[config.mk]
export PLATFORM = sky130hd
export DESIGN_NAME = pipeline_stall_ctrl
export DESIGN_NICKNAME = d
export VERILOG_FILES = /design/src/rtl/pipeline_stall_ctrl.sv
export SDC_FILE = /design/constraint.sdc
export NUM_CORES = 1
export LEC_CHECK = 0
export BUFFER_PORTS_ARGS = -buffer_cell sky130_fd_sc_hd__clkbuf_2
export CORE_MARGIN = 4
export CORE_UTILIZATION = 55
export CTS_CLUSTER_DIAMETER = 50
export CTS_CLUSTER_SIZE = 10
export DETAILED_ROUTE_END_ITERATION = 7
export PLACE_DENSITY = 0.93
export SETUP_SLACK_MARGIN = 0.3
export SYNTH_ARGS = -nofsm -noshare
export SYNTH_HDL_FRONTEND = slang
export SYNTH_SLANG_ARGS = --single-unit
[constraint.sdc]
create_clock -name clk -period 4.55 [get_ports clk]
set_clock_uncertainty 0.2 [all_clocks]
set_input_delay 1.1375 -clock clk [delete_from_list [all_inputs] [get_ports clk]]
set_output_delay 1.1375 -clock clk [all_outputs]
set_load 0.01 [all_outputs]
[src/rtl/pipeline_stall_ctrl.sv]
// Hazard and stall sequencer for the 5-stage pipeline: generates per-stage hold/bubble/kill
// controls combinationally from the current state, and keeps a saturating stall-cycle count.
module pipeline_stall_ctrl #(
  parameter int DRAIN_CYCLES = 3,
  parameter int CNT_W        = 32
) (
  input  logic             clk,
  input  logic             reset,
  input  logic [4:0]       i_id_reg_rs1,
  input  logic [4:0]       i_id_reg_rs2,
  input  logic             i_id_uses_rs1,
  input  logic             i_id_uses_rs2,
  input  logic             i_id_serialize,
  input  logic             i_ex_load,
  input  logic [4:0]       i_ex_reg_rd,
  input  logic             i_ex_redirect,
  input  logic             i_ex_panic,
  input  logic             i_icache_miss,
  input  logic             i_dcache_req,
  input  logic             i_dcache_ready,
  output logic             o_pc_hold,
  output logic             o_ifid_hold,
  output logic             o_ifid_bubble,
  output logic             o_idex_hold,
  output logic             o_idex_bubble,
  output logic             o_exmem_hold,
  output logic             o_memwb_bubble,
  output logic             o_icache_kill,
  output logic             o_halted,
  output logic [CNT_W-1:0] o_stall_count
);

  localparam int DW = (DRAIN_CYCLES > 1) ? $clog2(DRAIN_CYCLES) : 1;
  localparam logic [DW-1:0] DRAIN_LOAD = DW'(DRAIN_CYCLES - 1);

  typedef enum logic [2:0] {
    ST_RUN   = 3'd0,
    ST_DWAIT = 3'd1,
    ST_IWAIT = 3'd2,
    ST_DRAIN = 3'd3,
    ST_HALT  = 3'd4
  } state_t;

  state_t           r_state;
  state_t           w_next;
  logic [DW-1:0]    r_drain_cnt;
  logic [DW-1:0]    w_drain_next;
  logic [CNT_W-1:0] r_stall_count;

  logic w_dmiss;
  logic w_load_use;
  logic w_halt;
  logic w_pc_hold, w_ifid_hold, w_ifid_bubble, w_idex_hold, w_idex_bubble;
  logic w_exmem_hold, w_memwb_bubble, w_icache_kill;
  logic w_count_en;

  assign w_dmiss    = i_dcache_req & ~i_dcache_ready;
  assign w_load_use = i_ex_load & (i_ex_reg_rd != 5'd0) &
                      ((i_id_uses_rs1 & (i_id_reg_rs1 == i_ex_reg_rd)) |
                       (i_id_uses_rs2 & (i_id_reg_rs2 == i_ex_reg_rd)));

  always_comb begin
    w_next         = ST_RUN;
    w_drain_next   = '0;
    w_halt         = 1'b0;
    w_pc_hold      = 1'b0;
    w_ifid_hold    = 1'b0;
    w_ifid_bubble  = 1'b0;
    w_idex_hold    = 1'b0;
    w_idex_bubble  = 1'b0;
    w_exmem_hold   = 1'b0;
    w_memwb_bubble = 1'b0;
    w_icache_kill  = 1'b0;
    if ((r_state == ST_HALT) || i_ex_panic) begin
      w_next         = ST_HALT;
      w_halt         = 1'b1;
      w_pc_hold      = 1'b1;
      w_ifid_hold    = 1'b1;
      w_idex_hold    = 1'b1;
      w_exmem_hold   = 1'b1;
      w_memwb_bubble = 1'b1;
    end else if (w_dmiss) begin
      // Redirects are deliberately ignored here; the branch stays in EX and re-asserts.
      w_next         = ST_DWAIT;
      w_pc_hold      = 1'b1;
      w_ifid_hold    = 1'b1;
      w_idex_hold    = 1'b1;
      w_exmem_hold   = 1'b1;
      w_memwb_bubble = 1'b1;
    end else if (i_ex_redirect) begin
      w_next        = ST_RUN;
      w_ifid_bubble = 1'b1;
      w_idex_bubble = 1'b1;
      w_icache_kill = (r_state == ST_IWAIT) | i_icache_miss;
    end else if (r_state == ST_DRAIN) begin
      if (r_drain_cnt != '0) begin
        w_next        = ST_DRAIN;
        w_drain_next  = r_drain_cnt - DW'(1);
        w_pc_hold     = 1'b1;
        w_ifid_hold   = 1'b1;
        w_idex_bubble = 1'b1;
      end else if (i_icache_miss) begin
        // Serialising instruction leaves ID, but nothing valid has been fetched behind it.
        w_next        = ST_IWAIT;
        w_pc_hold     = 1'b1;
        w_ifid_bubble = 1'b1;
      end else begin
        w_next = ST_RUN;
      end
    end else if (w_load_use) begin
      // The ID instruction must stay put, so an I-miss cannot bubble IF/ID this cycle.
      w_next        = i_icache_miss ? ST_IWAIT : ST_RUN;
      w_pc_hold     = 1'b1;
      w_ifid_hold   = 1'b1;
      w_idex_bubble = 1'b1;
    end else if (i_id_serialize) begin
      w_next        = ST_DRAIN;
      w_drain_next  = DRAIN_LOAD;
      w_pc_hold     = 1'b1;
      w_ifid_hold   = 1'b1;
      w_idex_bubble = 1'b1;
    end else if (i_icache_miss) begin
      w_next        = ST_IWAIT;
      w_pc_hold     = 1'b1;
      w_ifid_bubble = 1'b1;
    end else begin
      w_next = ST_RUN;
    end
  end

  assign w_count_en = ~w_halt & (w_pc_hold | w_ifid_hold | w_ifid_bubble | w_idex_hold |
                                 w_idex_bubble | w_exmem_hold | w_memwb_bubble);

  always_ff @(posedge clk or posedge reset) begin
    if (reset) begin
      r_state       <= ST_RUN;
      r_drain_cnt   <= '0;
      r_stall_count <= '0;
    end else begin
      r_state     <= w_next;
      r_drain_cnt <= w_drain_next;
      if (w_count_en && (r_stall_count != {CNT_W{1'b1}})) begin
        r_stall_count <= r_stall_count + CNT_W'(1);
      end
    end
  end

  // Controls are forced low for the whole time reset is held.
  assign o_pc_hold      = ~reset & w_pc_hold;
  assign o_ifid_hold    = ~reset & w_ifid_hold;
  assign o_ifid_bubble  = ~reset & w_ifid_bubble;
  assign o_idex_hold    = ~reset & w_idex_hold;
  assign o_idex_bubble  = ~reset & w_idex_bubble;
  assign o_exmem_hold   = ~reset & w_exmem_hold;
  assign o_memwb_bubble = ~reset & w_memwb_bubble;
  assign o_icache_kill  = ~reset & w_icache_kill;
  assign o_halted       = ~reset & w_halt;
  assign o_stall_count  = r_stall_count;

endmodule

# == Word level (Yosys, flattened, before mapping) ==
# Index checks and enable logic that the tools add are counted.
# op_classes
addsub,2
bitwise,24
n_mul,0
eq_ne,6
n_lt_le_gt_ge,0
shifts,0
n_div,0
muxes,46
n_reduce_logical,4
# ops
op,n
$add A32 B1 Y32 const B,1
$ne A32 B32 Y1 const B,1
$mux W1,31
$mux W2,9
$mux W3,6
$and A1 B1 Y1,13
$eq A5 B5 Y1,2
$or A1 B1 Y1,8
$eq A3 B2 Y1 const B,2
$reduce_bool A5 Y1,1
$eq A3 B3 Y1 const B,1
$not A1 Y1,3
$reduce_bool A2 Y1,1
$sub A2 B1 Y2 const B,1
$logic_and A1 B1 Y1,1
$logic_or A1 B1 Y1,1
# totals
input_bits,26
wordCells,85
rom_bits,0
mem_count,0
out_inout_bits,41
register_bits,37
latchBits,0
mem_bits_rw,0

# == Depth between registers and ports, before layout ==
# logic_depth
ltp_word,17
mapped_depth,8

# == Worst setup path before layout ==
# No wires, ideal clock.
# synth_timing
path_type,input to output
startpoint,in i_ex_reg_rd[1]
endpoint,out o_pc_hold
n_path_buf,0
setup_slack_ns,0.629
stages,5
arrival_time_ns,2.584
cell_sequence,or4_1 o21a_1 a211o_1 o31a_1 o311a_1
# synth_between
elab_chain_cells,10
# synth_lines
element,line,text
"start, declared",15,"input logic [4:0] i_ex_reg_rd,"
"$eq A5 B5 Y1, on equally long branches","59, 60",
"$and A1 B1 Y1, on equally long branches","59, 60",
$or A1 B1 Y1,59,((i_id_uses_rs1 & (i_id_reg_rs1 == i_ex_reg_rd)) |
$and A1 B1 Y1 (*),58,assign w_load_use = i_ex_load & (i_ex_reg_rd != 5'd0) &
$mux W1 (*),110,end else if (w_load_use) begin
$mux W1 (*),95,end else if (r_state == ST_DRAIN) begin
$mux W1 (*),90,end else if (i_ex_redirect) begin
$mux W1 (*),82,end else if (w_dmiss) begin
$mux W1 (*),74,if ((r_state == ST_HALT) || i_ex_panic) begin
$and A1 B1 Y1 (*),149,assign o_pc_hold = ~reset & w_pc_hold;
"end, declared",21,"output logic o_pc_hold,"
# Mark *: on every way between the ends. The rest lies on a longest branch, timed or not.

# == Final worst setup path ==
# Ends and elaborated chain as after synthesis.

==> impl_metrics.py <==
metrics = {
    "status": {
        "status": "completed",
    },
    "die": {
        "die_width_um": 70.0,
        "core_area_mm2": 0.00369,
        "ios": 67,
        "start_util_pct": 57.2,
        "die_y_um": 70.0,
        "rows": 22,
        "die_area_mm2": 0.00489,
    },
    "worst_setup_path": {
        "max_stage_delay_ns": 0.54,
        "path_max_fanout": 3,
        "cp_data_required_time_ns": 3.21,
        "path_cells": "clkbuf_2, or4_4, o21a_1, a211o_1, o31a_1, o311a_1, clkbuf_2",
        "critical-path-slowest-cell": "or4_4",
        "path_class": "primary input to primary output",
        "cpMostUsedCell": "clkbuf_2",
        "critPathArrivalTime_ns": 2.85,
        "cp-start-kind": "primary input",
        "critPathCaptureType": "primary output",
    },
    "clock_tree": {
        "clock_latency_ns": 0.28,
        "htreeDepth": 2,
        "cts_tree": "yes",
        "cts_sinks": 37,
        "clkTransAtPathRegs_ns": 0.07,
        "clockBufferDepth": 2,
        "root_buffer": "clkbuf_8",
        "numCtsBuffers": 5,
    },
    "global_route": {
        "grt_remaining_overflow": 0,
        "grt.total_usage_pct": 20.8,
        "grt_max_degree": 38,
        "grt_pass1_vias": 1875,
        "antenna_found_initial": 0,
        "grt_first_pass_wirelength_mm": 8.51,
    },
    "cells_and_area": {
        "syn_to_final_growth_pct": 20.9,
        "final_cell_mix": "clkbuf_2 (66), dfrtp_1 (37), xor2_1 (30)",
        "n_antenna_cell": 0,
        "fillerInstances": 306,
        "layout_commonest_cell": "clkbuf_2",
        "drive_gt1_share_pct": 29.3,
        "final_nets": 313,
        "finalNonFillerCells": 335,
    },
    "synthesis": {
        "ys_top_cells_by_area": "dfrtp_1 (44%), xor2_1 (12%), nor4_1 (5.9%), xnor2_1 (4.6%), nand4_1 (3.6%)",
        "syn_area_mm2": 0.00211,
        "synth_top_area_cell": "dfrtp_1",
        "syn_area_per_cell_um2": 9.64,
        "synth_flop_cell": "dfrtp_1",
        "synth_top_cell_area_share_pct": 43.9,
        "seq_area_frac_synth_pct": 43.9,
        "ys_warn_count": 0,
        "synth_nets": 246,
        "async_flop_share_pct": 100,
        "synth_cell_type_count": 39,
        "syn_inst": 219,
        "synth_edf_count": 0,
        "ys_ff_latch": 37,
    },
    "place": {
        "io_buffers": 66,
        "placed_cells": 326,
        "gp_congestion": 0.867,
        "dp_hpwl_mm": 3.52,
        "dpl_worst_slack_ns": 0.311,
    },
    "drt": {
        "dr.pass1.iters": 5,
        "route.detailed.drc": 0,
        "viasPerCell": 5.66,
        "vias": 1896,
        "drt_iter0_markers": 80,
        "routed_wl_mm": 4.81,
        "detail-route-antenna-nets": 0,
        "wire_per_inst_um": 14.4,
    },
    "flow_run": {
        "maxCapViolCount": 0,
    },
    "power_and_ir_drop": {
        "peakVddDrop_uv": 198,
        "leakagePower_nw": 1.32,
        "p_per_area_mw_per_mm2": 259,
    },
    "timing": {
        "hold_viol": 0,
        "fin_crit_sh_pct": 92.1,
        "slew_viol_final": 0,
        "setup_viol": 0,
        "period_needed_ns": 4.19,
        "fin_tns_setup_ns": 0,
        "relSlewSlack_pct": 62.3,
        "timing.fmax_mhz": 239,
        "rsz0062_at_grt": "no",
        "tightest_slew_ns": 0.566,
        "post-route-worst-setup-slack_ns": 0.358,
    },
    "min_path": {
        "hold_path.class": "flip-flop to flip-flop",
    },
}
cell usage after synthesis (2+ instances only):
library cell  instances
a21oi_1               3
and4_1                2
buf_4                 2
buf_6                 3
clkbuf_1              5
dfrtp_1              37
inv_1                 7
nand2_1              19
nand3_1              10
nand4_1              12
nor2_1               11
nor2b_1               2
nor3_1               13
nor3b_1               3
nor4_1               20
o21a_1                2
o21ai_0               5
or3_1                 2
or4_4                 2
xnor2_1              11
xor2_1               30
worst max-delay path: cells and delay by family:
family,cells,cell delay [ns]
AO/OA/AOI/OAI,4,0.92
buffers and inverters,2,0.24
AND/OR/NAND/NOR,1,0.54
cell type report:
type / count / area [µm²] / area share [%]
clock buffer: 8 / 80.1 / 3.14
timing repair buffer: 70 / 360 / 14.1
multi-input combinational: 165 / 1100 / 43.1
inverter: 7 / 26.3 / 1.03
tap: 48 / 60.1 / 2.35
sequential: 37 / 926 / 36.3
final timing paths:
path	endpoint	slack, ns	cells after the start	start
max	o_pc_hold	0.36	7	i_ex_reg_rd[1]
min	o_stall_count[18]	0.29	1	o_stall_count[18]
max reg2reg	o_stall_count[1]	1.66	7	r_state[2]
min reg2reg	o_stall_count[18]	0.29	1	o_stall_count[18]
max in group asynchronous	o_stall_count[13]	3.00	3	reset
min in group asynchronous	o_stall_count[29]	0.84	3	reset
report_power, final:
part           switching [mW]  internal (mW)
sequential             0.0153          0.341
combinational          0.0479         0.0431
clock                   0.105          0.109
total                   0.169          0.493
flip-flops by register name (all words and copies together), names as in the netlist:
signal / flops
o_stall_count: 32
r_state: 3
r_drain_cnt: 2
cell families (layout without fill, tap and decap cells):
kind of cell | Yosys count | in the layout | share of synthesized area [%]
buffers and inverters | 17 | 85 | 4.45
adders and majority gates | 1 | 1 | 0.593
muxes | 1 | 1 | 0.711
DFF | 37 | 37 | 43.9
and+or+nand+nor | 104 | 104 | 27.1
xor gates and xnor gates | 41 | 41 | 17.0
AOI/OAI and AO/OA | 18 | 18 | 6.22
per-layer routing:
metal	vias to the layer above	wire length, µm	GRT usage [%]
li1	917	-	-
met1	898	2070	26.8
met2	79	2310	33.7
met3	2	415	5.90
met4	0	23	6.81
met5	-	0	0
repair_timing:
action,CTS,global route
setup endpoints to repair,0,1
hold buffers,0,0
endpoints found under the hold margin,0,0
gates resized for setup,0,1
setup buffers,0,1
metrics by stage:
stage | power [mW] | utilization, % | cell area [µm²] | hold slack [ns]
4_1_cts | 0.672 | 68.9 | 2540 | 0.294
2_1_floorplan | 0.410 | - | 2110 | 0.256
6_report | 0.661 | 69.2 | 2550 | 0.290
3_5_place_dp | 0.453 | 66.7 | 2460 | 0.281
5_1_grt | 0.698 | 69.2 | 2550 | 0.316
3_3_place_gp | 0.449 | 66.7 | 2460 | 0.276
No activity file was read; power rests on OpenSTA's default activity.
